File: src/rtl/rv32_csr_file.sv
// rv32_csr_file
// Machine-mode CSR register file for an RV32 core.
//   - The read port is combinational from registered state and serves the
//     exec-stage Zicsr unit. There is no write bypass: a read of the address
//     being written in the same cycle returns the old value.
//   - The write port commits the Zicsr result at writeback. The new value is
//     visible the following cycle.
//   - Trap entry and mret update mstatus/mepc/mcause with priority
//     trap > mret > write.
// Configuration macro: RV32_CSR_COUNTERS_EN
//   Defined:   mcycle/minstret (64-bit) plus their high halves and
//              user-level read-only shadows are implemented.
//   Undefined: the counter addresses read as unimplemented, and
//              instr_retired is ignored.
// Ports:
//   clk, resetn          core clock, async active-low reset
//   rd_addr/rd_data      exec-stage CSR read (combinational)
//   rd_write_intent      instruction will write the CSR
//   rd_illegal           unimplemented address, or a write to a read-only address
//   wr_en/wr_addr/wr_data  writeback-stage commit
//   instr_retired        one instruction retired this cycle
//   trap_en/trap_pc/trap_cause  take an exception this cycle
//   mret_en              mret retiring this cycle
//   mtvec_out, mepc_out, mie_global  registered trap state for fetch/control
module rv32_csr_file #(
  parameter logic [31:0] HART_ID     = 32'd0,
  parameter logic [31:0] MTVEC_RESET = 32'h0000_0000
) (
  input  logic        clk,
  input  logic        resetn,
  input  logic [11:0] rd_addr,
  input  logic        rd_write_intent,
  output logic [31:0] rd_data,
  output logic        rd_illegal,
  input  logic        wr_en,
  input  logic [11:0] wr_addr,
  input  logic [31:0] wr_data,
  input  logic        instr_retired,
  input  logic        trap_en,
  input  logic [31:0] trap_pc,
  input  logic [31:0] trap_cause,
  input  logic        mret_en,
  output logic [31:0] mtvec_out,
  output logic [31:0] mepc_out,
  output logic        mie_global
);

  localparam logic [11:0] ADDR_MSTATUS   = 12'h300;
  localparam logic [11:0] ADDR_MISA      = 12'h301;
  localparam logic [11:0] ADDR_MIE       = 12'h304;
  localparam logic [11:0] ADDR_MTVEC     = 12'h305;
  localparam logic [11:0] ADDR_MSCRATCH  = 12'h340;
  localparam logic [11:0] ADDR_MEPC      = 12'h341;
  localparam logic [11:0] ADDR_MCAUSE    = 12'h342;
  localparam logic [11:0] ADDR_MIP       = 12'h344;
  localparam logic [11:0] ADDR_MHARTID   = 12'hF14;
`ifdef RV32_CSR_COUNTERS_EN
  localparam logic [11:0] ADDR_MCYCLE    = 12'hB00;
  localparam logic [11:0] ADDR_MINSTRET  = 12'hB02;
  localparam logic [11:0] ADDR_MCYCLEH   = 12'hB80;
  localparam logic [11:0] ADDR_MINSTRETH = 12'hB82;
  localparam logic [11:0] ADDR_CYCLE     = 12'hC00;
  localparam logic [11:0] ADDR_INSTRET   = 12'hC02;
  localparam logic [11:0] ADDR_CYCLEH    = 12'hC80;
  localparam logic [11:0] ADDR_INSTRETH  = 12'hC82;
`endif

  localparam logic [31:0] MISA_VALUE = 32'h4000_0100;

  logic        mstatus_mie_q,  mstatus_mie_d;
  logic        mstatus_mpie_q, mstatus_mpie_d;
  logic [31:0] mie_q,          mie_d;
  logic [29:0] mtvec_q,        mtvec_d;
  logic [31:0] mscratch_q,     mscratch_d;
  logic [29:0] mepc_q,         mepc_d;
  logic [31:0] mcause_q,       mcause_d;
`ifdef RV32_CSR_COUNTERS_EN
  logic [63:0] mcycle_q,       mcycle_d;
  logic [63:0] minstret_q,     minstret_d;
`endif

  logic        rd_impl;
  logic [31:0] mstatus_rd;

  // MPP is hardwired to M-mode (2'b11); only MIE and MPIE hold state.
  assign mstatus_rd = {19'b0, 2'b11, 3'b0, mstatus_mpie_q, 3'b0, mstatus_mie_q, 3'b0};

  always_comb begin
    rd_data = 32'd0;
    rd_impl = 1'b1;
    case (rd_addr)
      ADDR_MSTATUS:  rd_data = mstatus_rd;
      ADDR_MISA:     rd_data = MISA_VALUE;
      ADDR_MIE:      rd_data = mie_q;
      ADDR_MTVEC:    rd_data = {mtvec_q, 2'b00};
      ADDR_MSCRATCH: rd_data = mscratch_q;
      ADDR_MEPC:     rd_data = {mepc_q, 2'b00};
      ADDR_MCAUSE:   rd_data = mcause_q;
      ADDR_MIP:      rd_data = 32'd0;
      ADDR_MHARTID:  rd_data = HART_ID;
`ifdef RV32_CSR_COUNTERS_EN
      ADDR_MCYCLE,   ADDR_CYCLE:    rd_data = mcycle_q[31:0];
      ADDR_MCYCLEH,  ADDR_CYCLEH:   rd_data = mcycle_q[63:32];
      ADDR_MINSTRET, ADDR_INSTRET:  rd_data = minstret_q[31:0];
      ADDR_MINSTRETH, ADDR_INSTRETH: rd_data = minstret_q[63:32];
`endif
      default: begin
        rd_data = 32'd0;
        rd_impl = 1'b0;
      end
    endcase
  end

  // Address bits [11:10] == 2'b11 mark the read-only CSR space.
  assign rd_illegal = ~rd_impl | (rd_write_intent & (rd_addr[11:10] == 2'b11));

  always_comb begin
    mstatus_mie_d  = mstatus_mie_q;
    mstatus_mpie_d = mstatus_mpie_q;
    mie_d          = mie_q;
    mtvec_d        = mtvec_q;
    mscratch_d     = mscratch_q;
    mepc_d         = mepc_q;
    mcause_d       = mcause_q;

    if (trap_en) begin
      mepc_d         = trap_pc[31:2];
      mcause_d       = trap_cause;
      mstatus_mpie_d = mstatus_mie_q;
      mstatus_mie_d  = 1'b0;
    end else if (mret_en) begin
      mstatus_mie_d  = mstatus_mpie_q;
      mstatus_mpie_d = 1'b1;
    end else if (wr_en && (wr_addr == ADDR_MSTATUS)) begin
      mstatus_mie_d  = wr_data[3];
      mstatus_mpie_d = wr_data[7];
    end

    // mret does not touch mepc/mcause, so only a trap blocks these writes.
    if (!trap_en && wr_en && (wr_addr == ADDR_MEPC))   mepc_d   = wr_data[31:2];
    if (!trap_en && wr_en && (wr_addr == ADDR_MCAUSE)) mcause_d = wr_data;

    if (wr_en && (wr_addr == ADDR_MIE))      mie_d      = wr_data;
    if (wr_en && (wr_addr == ADDR_MTVEC))    mtvec_d    = wr_data[31:2];
    if (wr_en && (wr_addr == ADDR_MSCRATCH)) mscratch_d = wr_data;
  end

`ifdef RV32_CSR_COUNTERS_EN
  // A write to either half replaces it and suppresses that cycle's increment.
  always_comb begin
    mcycle_d   = mcycle_q + 64'd1;
    minstret_d = minstret_q + {63'd0, instr_retired};
    if (wr_en && (wr_addr == ADDR_MCYCLE))    mcycle_d   = {mcycle_q[63:32], wr_data};
    if (wr_en && (wr_addr == ADDR_MCYCLEH))   mcycle_d   = {wr_data, mcycle_q[31:0]};
    if (wr_en && (wr_addr == ADDR_MINSTRET))  minstret_d = {minstret_q[63:32], wr_data};
    if (wr_en && (wr_addr == ADDR_MINSTRETH)) minstret_d = {wr_data, minstret_q[31:0]};
  end

  always_ff @(posedge clk or negedge resetn) begin
    if (!resetn) begin
      mcycle_q   <= 64'd0;
      minstret_q <= 64'd0;
    end else begin
      mcycle_q   <= mcycle_d;
      minstret_q <= minstret_d;
    end
  end

  logic unused_inputs;
  assign unused_inputs = ^trap_pc[1:0];
`else
  logic unused_inputs;
  assign unused_inputs = ^{trap_pc[1:0], instr_retired};
`endif

  always_ff @(posedge clk or negedge resetn) begin
    if (!resetn) begin
      mstatus_mie_q  <= 1'b0;
      mstatus_mpie_q <= 1'b0;
      mie_q          <= 32'd0;
      mtvec_q        <= MTVEC_RESET[31:2];
      mscratch_q     <= 32'd0;
      mepc_q         <= 30'd0;
      mcause_q       <= 32'd0;
    end else begin
      mstatus_mie_q  <= mstatus_mie_d;
      mstatus_mpie_q <= mstatus_mpie_d;
      mie_q          <= mie_d;
      mtvec_q        <= mtvec_d;
      mscratch_q     <= mscratch_d;
      mepc_q         <= mepc_d;
      mcause_q       <= mcause_d;
    end
  end

  assign mtvec_out  = {mtvec_q, 2'b00};
  assign mepc_out   = {mepc_q, 2'b00};
  assign mie_global = mstatus_mie_q;

endmodule

File: config.mk
export PLATFORM = sky130hd
export DESIGN_NAME = rv32_csr_file
export DESIGN_NICKNAME = d
export VERILOG_FILES = /design/src/rtl/rv32_csr_file.sv
export SDC_FILE = /design/constraint.sdc
export NUM_CORES = 1
export LEC_CHECK = 0
export BUFFER_PORTS_ARGS = -buffer_cell sky130_fd_sc_hd__buf_2
export CAP_MARGIN = 20
export CORE_AREA = 8 8 132 134
export DETAILED_ROUTE_END_ITERATION = 7
export DIE_AREA = 0 0 140 142
export GPL_ROUTABILITY_DRIVEN = 1
export HOLD_SLACK_MARGIN = 0.02
export PLACE_DENSITY = 0.79
export SETUP_SLACK_MARGIN = 0.3
export SLEW_MARGIN = 20
export SYNTH_ARGS = -nofsm -noshare
export SYNTH_HDL_FRONTEND = slang
export SYNTH_SLANG_ARGS = --single-unit
File: constraint.sdc
create_clock -name clk -period 2.3 [get_ports clk]
set_input_delay 0.345 -clock clk [delete_from_list [all_inputs] [get_ports clk]]
set_output_delay 0.345 -clock clk [all_outputs]
set_load 0.02 [all_outputs]
==> Word level (Yosys, flattened, before mapping) <==
Index checks and enable logic that the tools add are counted.
{ "totals": {"elab_cells": 50, "register_bits": 158, "output_inout_bits": 98, "inputBits": 127} }
{ "classes": {"reduce_logical": 12, "n_bitwise": 3, "muxes": 12, "eq_ne": 16} }
{ "op_table": {"columns": ["cell", "n"], "rows": [
  ["case mux 32 bit (7 select lines)", 1],
  ["== test 12 x 10 -> 1 bit, second input constant", 14],
  ["2-to-1 mux 32 bit", 2],
  ["2-to-1 mux 30 bit", 2],
  ["== test 12 bit, second input constant", 1],
  ["OR reduction 9 bit", 1],
  ["logical AND 1 bit", 7],
  ["2-to-1 mux 1 bit", 7],
  ["nonzero test 2 bit", 2],
  ["nonzero test 3 bit", 1],
  ["== test 2 bit, second input constant", 1],
  ["AND 1 bit", 1],
  ["logical NOT 1 bit", 1],
  ["inverter 1 bit", 1],
  ["OR 1 bit", 1]
]} }

==> Longest topological paths before layout <==
Gate-level depths: netlist of run 1.
{ "depth": {"word_depth": 5, "mapped_depth": 6, "ltp_nobuf": 4} }

==> Worst setup path before layout of run 1 <==
OpenSTA, ideal clock, no wires.
{ "synth_timing": {"path_type": "input to register", "start": "input wr_addr[5]", "end": "register mtvec_q[0]", "t_required_ns": 2.175, "arrival_time_ns": 2.184, "path_buffers": 1, "path_slack_ns": -0.009, "setup_time_ns": 0.125, "stages": 5, "path_cell_list": "or3_1 -> or4_4 -> or4b_4 -> buf_6 -> mux2_4"} }
{ "synth_between": {"elab_chain_len": 2} }
{ "synth_lines": {"columns": ["item", "line", "text"], "rows": [
  ["start, declared", "36", "input logic [11:0] wr_addr,"],
  ["== test 12 x 10 -> 1 bit", "144", "if (wr_en && (wr_addr == ADDR_MTVEC)) mtvec_d = wr_data[31:2];"],
  ["logical AND 1 bit", "144", null],
  ["end signal, assigned", "181", "mtvec_q <= MTVEC_RESET[31:2];"],
  ["end signal, assigned", "189", "mtvec_q <= mtvec_d;"],
  ["end, declared", "73", "logic [29:0] mtvec_q, mtvec_d;"]
]} }
No other way between the ends.
A chain may end at the register's enable or synchronous reset.

==> Final worst setup path of run 1 <==
{ "layout_timing": {"start": "input wr_addr[5]", "end": "register mtvec_q[15]"} }
Same word-level chain as after synthesis.

==> flow_summary.ini, run 1 <==
[setup_path]
reg2regPathDepth = 3
worstPathArrival_ps = 2370
reg2reg_to = mie_global$_DFFE_PN0P_
max_stage_delay_ps = 590
cp-end-kind = flip-flop
cp_cell_sequence = buf_6 > or3_4 > or4_4 > or4b_4 > buf_12 > mux2_4
slowest_stage = or4b_4
required_ps = 2600
r2r-start = mstatus_mpie_q$_DFFE_PN0P_
crit_fanout = 17
crit_type = in2reg
crit_path_start_kind = input pin
r2r_slack_ps = 1350

[routing]
drt-total-wl_mm = 24.41
drtPass1Iterations = 6
drc = 0
vias_per_cell = 6.059
routedWlPerCell_um = 22.51
drtAntennaViolNets = 0
vias = 6568
drtIter0Drc = 494

[yosys]
ys_types = 41
yosys.area.top_type = dfrtp_1
synth-seq-area-share_pct = 50.58
synthArstFlopShare_pct = 100.0
synthCells = 651
synth_top_cells_by_area = dfrtp_1 51%, mux2_2 9.8%, a221o_1 7.9%
synth.top_cell.area_share_pct = 50.58
ys_ff_latch = 158
avgSynthCellArea_sq_um = 12.01
syn_area_sq_mm = 0.007816
yosys_warnings = 0
ys.flop_type = dfrtp_1
synth_edf_count = 0

[timing]
tightestPinTransition_ps = 597.0
rsz0062_at_grt = yes
fin_ws_ps = 225.3
setup_viol = 0
fmax_ghz = 0.4820
final_max_slew_viol_count = 0
fin_skew_ps = 0.6867
fin_hold_ws_ps = 206.9
hold_violations = 0
slew_headroom_pct = 60.20
post-route-min-period_ps = 2075
period_share_pct = 90.20

[floorplanning]
dieHeight_um = 142
core-area_sq_mm = 0.01542
io_pins = 225
dieArea_sq_mm = 0.01988
die-width_um = 140
start_util_pct = 50.67
rows = 46

[cts]
h-tree-depth = 4
cts-buffers-inserted = 17
root_buffer = clkbuf_16
cts_setup_buffers = 0
cts_num_sinks = 158
clkTransAtPathRegs_ps = 60
clkLatencyLatePin_ps = 420
cts_tree = done
cts.path.max_buffers = 2

[placed_design]
pre_cts_slack_ps = -215.5
portBuffers = 217
hpwl_mm = 17.17
place_congestion = 0.8211
place_area_sq_mm = 0.009594

[hold_path]
hold_path.class = in2reg
whs_path_depth = 2
min_to = mscratch_q[0]$_DFFE_PN0P_
hold_start = wr_data[0]

[pwr]
power_frac_comb_pct = 11.2
netSwitchingPower_mw = 1.620
fin_total_pwr_mw = 6.632
ir_drop_mv = 0.4962
p_leak_nw = 5.146
p_sw_share_pct = 24.43
p_seq_share_pct = 44.8
powerDensity_mw_per_mm2 = 632.9
internal_power_mw = 5.012
power_frac_clock_pct = 43.9

[final_layout]
drive_gt1_share_pct = 49.83
fin_util_pct = 67.93
finalInstanceArea_sq_mm = 0.01048
final_cell_mix = 188 x buf_2, 158 x dfrtp_1, 68 x mux2_2
final_common_cell = buf_2
design.final.nets = 1006
area_growth_pct = 34.06

[run_status]
status = complete, no violations

[grt]
antenna_found_initial = 1
grt_pass1_wl_mm = 38.44
grt_pass1_vias = 7068
grt_max_degree = 62
grt_overflow = 0
grt_use_total_pct = 24.66

[run]
maxCapViolations = 0
## worst max path at each step
stage | from | endpoint | slack (ps) | cells past startpoint
detailed placement | wr_addr[5] | mtvec_q[21]$_DFFE_PN0P_ | -220 | 6
finish | wr_addr[5] | mtvec_q[15]$_DFFE_PN0P_ | 230 | 6
floorplan | wr_addr[5] | mtvec_q[0]$_DFFE_PN0P_ | -8 | 5
global placement | wr_addr[5] | mtvec_q[23]$_DFFE_PN0P_ | -190 | 6
CTS | rd_addr[4] | rd_data[11] | 230 | 7
global route | rd_addr[3] | rd_data[11] | 210 | 7
## critical path: cells and delay by family
family,cells,cell delay (ps)
mux,1,310
buf+inv,2,290
simple gates,3,1420
## Yosys cell counts, types with 4 or more instances
cell	count
dfrtp_1	158
mux2_2	68
a221o_1	62
and2_1	62
clkbuf_1	46
nor2_1	36
mux2i_1	33
a21oi_1	32
mux2_4	30
o22ai_1	28
a22oi_1	24
nor3_1	7
a31oi_1	6
inv_1	5
nand3_1	5
buf_4	4
nand2_1	4
nand2b_1	4
or3_1	4
## stage by stage
stage | std cells | setup TNS (ps)
3_5_place_dp | 1051 | -11120
2_1_floorplan | 654 | -252.8
3_3_place_gp | 1051 | -9805
5_1_grt | 1084 | 0
4_1_cts | 1083 | 0
6_report | 1084 | 0
## cells by family (layout without fill, tap and decap cells)
family,Yosys count,after routing,synth area share [%]
compound gates,164,164,16.25
buf+inv,61,298,3.410
flops,158,158,50.58
mux,131,131,19.79
other cells,1,5,0.04798
simple gates,136,136,9.924
## state kept, by name, summed over array words and instances (netlist names)
register	count
mie_q	32
mtvec_q	30
mscratch_q	32
mstatus_mpie_q	1
mie_global	1
mepc_q	30
mcause_q	32
## power groups by stage
stage / Combinational, mW / Clock, mW / Sequential [mW]
after global placement: 0.710 / 0 / 3.02
after global routing: 0.810 / 3.04 / 2.98
after detailed placement: 0.727 / 0 / 3.02
after floorplan: 0.308 / 0 / 3.06
after CTS: 0.737 / 2.95 / 2.97
final: 0.745 / 2.91 / 2.97
## cell type report
class	count	area, sq um
inverters	5	18.77
fillers	1197	4946
well taps	192	240.2
multi-input cells	435	3939
repair buffers	262	1718
diodes	1	2.502
clock inverters	8	128.9
flip-flops and latches	158	3954
clock buffers	23	478.0
## routing by layer
metal / share of wire [%] / GRT usage, % / up-vias
li1: - / - / 2921
met5: 0 / 0 / -
met2: 50 / 41.98 / 276
met3: 6.7 / 5.837 / 38
met4: 1.5 / 8.400 / 0
met1: 41 / 30.29 / 3333
## what timing repair did
| action | 4_1_cts | 5_1_grt |
|---|---|---|
| endpoints found under the hold margin | 57 | 0 |
| pin swaps | 4 | 11 |
| gates resized for setup | 25 | 51 |
| hold buffers | 1 | 0 |
| setup endpoints to repair | 52 | 63 |
No activity file was read; power rests on OpenSTA's default activity.
==> inputs of run 2 (changes only) <==
--- a/config.mk
+++ b/config.mk
@@ -7,12 +7,12 @@
 export LEC_CHECK = 0
 export BUFFER_PORTS_ARGS = -buffer_cell sky130_fd_sc_hd__buf_2
 export CAP_MARGIN = 20
-export CORE_AREA = 8 8 132 134
+export CORE_AREA = 8 8 138 140
 export DETAILED_ROUTE_END_ITERATION = 7
-export DIE_AREA = 0 0 140 142
+export DIE_AREA = 0 0 146 148
 export GPL_ROUTABILITY_DRIVEN = 1
 export HOLD_SLACK_MARGIN = 0.02
-export PLACE_DENSITY = 0.79
+export PLACE_DENSITY = 0.76
 export SETUP_SLACK_MARGIN = 0.3
 export SLEW_MARGIN = 20
 export SYNTH_ARGS = -nofsm -noshare
==> constraint.sdc (replaced) <==
create_clock -name clk -period 1.9 [get_ports clk]
set_input_delay 0.285 -clock clk [delete_from_list [all_inputs] [get_ports clk]]
set_output_delay 0.285 -clock clk [all_outputs]
set_load 0.02 [all_outputs]
==> run 2 against run 1 <==
The run now ends with negative setup slack left. Hold slack got worse by 61 ps. Non-clock buffer count rose by 49. Die area increased by 8.7%. Cell area up 13%.
==> flow_summary.ini, run 2 (same netlist as run 1, synthesis figures left out) <==
[timing]
post-route-min-period_ps = 2012
rsz0062_at_grt = yes
tns_ps = -3258
period_share_pct = 105.9
fmax_ghz = 0.4970
final_max_slew_viol_count = 0
fin_ws_ps = -112.0
fin_hold_ws_ps = 145.8
fin_skew_ps = 2.599
hold_violations = 0
setup_viol = 69

[floorplanning]
core-area_sq_mm = 0.01694
dieHeight_um = 148
dieArea_sq_mm = 0.02161
io_pins = 225
start_util_pct = 46.15
die-width_um = 146
rows = 48

[cts]
cts_num_sinks = 158
cts.path.max_buffers = 2
root_buffer = clkbuf_16
clkLatencyLatePin_ps = 420
cts-buffers-inserted = 17
h-tree-depth = 4
clkTransAtPathRegs_ps = 60
cts_tree = done

[routing]
vias_per_cell = 5.999
drc = 0
drtPass1Iterations = 5
drt-total-wl_mm = 29.38
routedWlPerCell_um = 25.18
drtAntennaViolNets = 0
drtIter0Drc = 591
vias = 7001

[final_layout]
final_common_cell = buf_2
regArea_sq_mm = 0.003954
fill_cells = 1148
design.final.nets = 1055
drive_gt1_share_pct = 57.92
fin_cells = 1167
final_cell_mix = 176 x buf_2, 158 x dfrtp_1, 62 x and2_1, 62 x a221o_1, 54 x mux2_4
fin_util_pct = 70.17
multi_input_area_sq_mm = 0.004400
area_growth_pct = 52.04
largestRegisters = mcause_q (32), mie_q (32), mscratch_q (32)

[setup_path]
crit_fanout = 16
cp_cell_sequence = buf_6 > or3_4 > or4_4 > or4b_4 > buf_12 > mux2_4
r2r_slack_ps = 890
critPathTopFamily = simple AND/OR/NAND/NOR gates
reg2regPathDepth = 4
worst-path-buf-inv = 2
crit_type = in2reg
slowest_stage = or4b_4
r2r-start = mie_global$_DFFE_PN0P_
crit_path_start_kind = input pin
worstPathArrival_ps = 2310
cp-end-kind = flip-flop
max_stage_delay_ps = 580
required_ps = 2200
reg2reg_to = mstatus_mpie_q$_DFFE_PN0P_
worstSetupPathDepth = 6

[pwr]
fin_total_pwr_mw = 8.285
internal_power_mw = 6.205
p_leak_nw = 5.691
p_seq_share_pct = 43.5
power_frac_comb_pct = 13.0
netSwitchingPower_mw = 2.081
ir_drop_mv = 0.6455
powerDensity_mw_per_mm2 = 697.2
power_frac_clock_pct = 43.5
p_sw_share_pct = 25.11

[placed_design]
dp_cells = 1092
hpwl_mm = 17.63
place_congestion = 0.7988
portBuffers = 217

[grt]
grt_use_total_pct = 25.72
grt_overflow = 0
grt_pass1_wl_mm = 43.41
grt_pass1_vias = 7542
antenna_found_initial = 1
grt_max_degree = 47

[run_status]
status = finished with violations
violations = negative setup slack

[run]
maxCapViolations = 0

[hold_path]
whs_path_depth = 2
min_to = mcause_q[0]$_DFFE_PN0P_
hold_path.class = in2reg
hold_start = wr_data[0]
-- run 2: cell count changes in the layout (fill, tap and decap cells not counted), sizes merged --
| cell | delta |
|---|---|
| buf | +49 |
| clkbuf | +1 |
| clkinv | +1 |
| inv | -1 |
-- run 2: cell type report --
class                      instances  share of cell area [%]
timing repair buffer             311                   21.93
multi-input combinational        435                   37.03
clock buffer                      24                   4.138
sequential                       158                   33.27
clock inverter                     8                   1.084
antenna                            1                 0.02106
inverter                           5                  0.1579
tap                              225                   2.369
-- run 2: timing repair --
| item | 4_1_cts | 5_1_grt |
|---|---|---|
| resized for setup | 163 | 47 |
| setup endpoints to repair | 190 | 188 |
| cloned | 10 | 3 |
| endpoints found under the hold margin | 37 | 0 |
| buffers inserted | 19 | 9 |
| pin swaps | 42 | 24 |
| hold buffers | 1 | 0 |
-- run 2: worst reg2reg max path: stages (launching register included) --
cell     delay (ps)
dfrtp_1         370
buf_4           140
nand2_1          40
o21ai_0          70
mux2_2          270
-- run 2: worst max path at each step --
stage                from                       to  slack, ps
3_3_place_gp   wr_addr[5]  mtvec_q[12]$_DFFE_PN0P_       -490
3_5_place_dp   wr_addr[5]  mtvec_q[14]$_DFFE_PN0P_       -510
4_1_cts        wr_addr[5]   mtvec_q[0]$_DFFE_PN0P_        -60
5_1_grt        wr_addr[5]   mtvec_q[0]$_DFFE_PN0P_       -100
6_report       wr_addr[5]   mtvec_q[0]$_DFFE_PN0P_       -110
2_1_floorplan  wr_addr[5]   mtvec_q[0]$_DFFE_PN0P_       -350
-- run 2: metrics by stage --
step | area [sq um] | setup slack (ps)
6_report | 11880 | -112.0
5_1_grt | 11880 | -104.2
4_1_cts | 11500 | -62.54
3_5_place_dp | 9898 | -511.7
3_3_place_gp | 9898 | -488.4
2_1_floorplan | 8421 | -347.9
-- run 2: power groups by stage --
stage               clock, mW  combinational, mW  sequential [mW]
floorplan                   0              0.405             3.71
global placement            0              0.898             3.65
detailed placement          0              0.918             3.65
CTS                      3.61               1.03             3.60
global route             3.76               1.15             3.62
finish                   3.60               1.08             3.61
-- run 2: layer usage --
layer,vias up,GRT usage (%),wire [um]
met5,-,0,0
li1,3032,-,-
met2,378,42.33,14530
met3,61,6.512,2293
met1,3530,32.29,11750
met4,0,9.274,807
==> inputs of run 3 (changes only) <==
--- a/config.mk
+++ b/config.mk
@@ -7,9 +7,9 @@
 export LEC_CHECK = 0
 export BUFFER_PORTS_ARGS = -buffer_cell sky130_fd_sc_hd__buf_2
 export CAP_MARGIN = 20
-export CORE_AREA = 8 8 138 140
+export CORE_AREA = 10 10 140 142
 export DETAILED_ROUTE_END_ITERATION = 7
-export DIE_AREA = 0 0 146 148
+export DIE_AREA = 0 0 150 152
 export GPL_ROUTABILITY_DRIVEN = 1
 export HOLD_SLACK_MARGIN = 0.02
 export PLACE_DENSITY = 0.76
==> run 3 against run 2 <==
The flow still finishes with violations (negative setup slack). Cell count about the same. Cell area is 0.23% lower. First-iteration DRC count grew 26%. Global-route usage down 0.44 points. Hold slack got worse by 8.1 ps. Critical path type unchanged.
==> flow_summary.ini, run 3 (same netlist as run 1, synthesis figures left out) <==
[routing]
routedWlPerCell_um = 25.88
vias_per_cell = 6.087
drtIter0Drc = 747
drt-total-wl_mm = 30.23
vias = 7110
drtAntennaViolNets = 0
drtPass1Iterations = 7
drc = 0

[grt]
antenna_found_initial = 1
grt_max_degree = 44
grt_use_total_pct = 25.28
grt_pass1_vias = 7563
grt_pass1_wl_mm = 45.02
grt_overflow = 0

[run]
maxCapViolations = 0

[floorplanning]
start_util_pct = 46.15
core-area_sq_mm = 0.01694
die-width_um = 150
dieHeight_um = 152
dieArea_sq_mm = 0.02280
rows = 48
io_pins = 225

[placed_design]
dp_cells = 1094
pre_cts_slack_ps = -497.0
portBuffers = 217
hpwl_mm = 18.05
place_congestion = 0.8568

[pwr]
power_frac_clock_pct = 40.8
ir_drop_mv = 0.6624
netSwitchingPower_mw = 2.106
powerDensity_mw_per_mm2 = 669.9
internal_power_mw = 5.837
p_seq_share_pct = 45.4
p_leak_nw = 5.716
fin_total_pwr_mw = 7.943
p_sw_share_pct = 26.52
power_frac_comb_pct = 13.8

[timing]
rsz0062_at_grt = yes
final_max_slew_viol_count = 0
post-route-min-period_ps = 1996
tns_ps = -3659
fin_skew_ps = 1.740
fin_ws_ps = -95.51
setup_viol = 94
hold_violations = 0
fmax_ghz = 0.5011
period_share_pct = 105.0

[run_status]
violations = negative setup slack
status = finished with violations

[final_layout]
fin_cells = 1168
fin_util_pct = 70.01
regArea_sq_mm = 0.003954
design.final.nets = 1056
area_growth_pct = 51.69
final_common_cell = buf_2
fill_cells = 1152
multi_input_area_sq_mm = 0.004442
final_cell_mix = 175 x buf_2, 158 x dfrtp_1, 66 x mux2_4
largestRegisters = mcause_q (32), mie_q (32), mscratch_q (32)
drive_gt1_share_pct = 57.64

[setup_path]
crit_type = in2reg
worstPathArrival_ps = 2310
required_ps = 2210
crit_fanout = 16
cp-end-kind = flip-flop
crit_path_start_kind = input pin

[cts]
cts-buffers-inserted = 17
cts.path.max_buffers = 2
clkTransAtPathRegs_ps = 60
cts_num_sinks = 158
root_buffer = clkbuf_16
clkLatencyLatePin_ps = 430
cts_tree = done
h-tree-depth = 4

[hold_path]
hold_path.class = in2reg
## run 3: changes by cell type in the layout (fill, tap and decap cells not counted), sizes merged
cell      change
bufinv        -3
or3           +2
clkinvlp      +5
buf           -1
inv           -1
clkbuf        -1
## run 3: what timing repair did
action / in CTS / in global routing
setup endpoints to repair: 168 / 191
gates cloned: 13 / 4
hold endpoints to repair: 40 / 0
setup buffers: 17 / 6
hold buffers: 1 / 0
resized for setup: 214 / 25
pin swaps: 34 / 12
## run 3: through the flow
step                hold WS, ps  cell area (sq um)
global placement          242.3               9888
CTS                       120.1              11600
detailed placement        249.2               9888
floorplan                -10.59               8421
global route              132.8              11860
finish                    137.7              11860
## run 3: power by group through the flow
stage | clock network, mW | logic, mW | registers [mW]
6_report | 3.24 | 1.09 | 3.61
5_1_grt | 3.40 | 1.17 | 3.62
4_1_cts | 3.24 | 1.03 | 3.60
3_5_place_dp | 0 | 0.913 | 3.65
3_3_place_gp | 0 | 0.894 | 3.65
2_1_floorplan | 0 | 0.405 | 3.71
## run 3: path summary, 6_finish.rpt
kind                                             from                         end  slack, ps  depth (start not counted)
max                                        wr_addr[5]      mtvec_q[0]$_DFFE_PN0P_       -100                          6
min                                        wr_data[1]   mscratch_q[1]$_DFFE_PN0P_        140                          2
max reg2reg                    mie_global$_DFFE_PN0P_  mstatus_mpie_q$_DFFE_PN0P_        880                          4
min reg2reg                mscratch_q[27]$_DFFE_PN0P_  mscratch_q[27]$_DFFE_PN0P_        510                          1
max in group asynchronous                      resetn    mcause_q[14]$_DFFE_PN0P_        950                          3
min in group asynchronous                      resetn        mie_q[8]$_DFFE_PN0P_        340                          2
## run 3: cell type report
| cell class | count | share of cell area [%] |
|---|---|---|
| Antenna cell | 1 | 0.02111 |
| Clock buffer | 23 | 4.200 |
| Clock inverter | 9 | 0.5065 |
| Inverter | 5 | 0.1583 |
| Multi-Input combinational cell | 437 | 37.46 |
| Sequential cell | 158 | 33.35 |
| Tap cell | 225 | 2.374 |
| Timing Repair Buffer | 310 | 21.93 |
## run 3: routing by layer
metal	vias up	wire [um]	track usage (%)	part of all wire, %
met3	68	2530	6.831	8.4
met2	349	14750	40.86	49
met4	0	747	7.639	2.5
met5	-	0	0	0
li1	3036	-	-	-
met1	3657	12200	32.22	40
## run 3: worst max-delay path: stages
cell	delay, ps
buf_6	90
or3_4	400
or4_4	440
or4b_4	580
buf_12	200
mux2_4	310
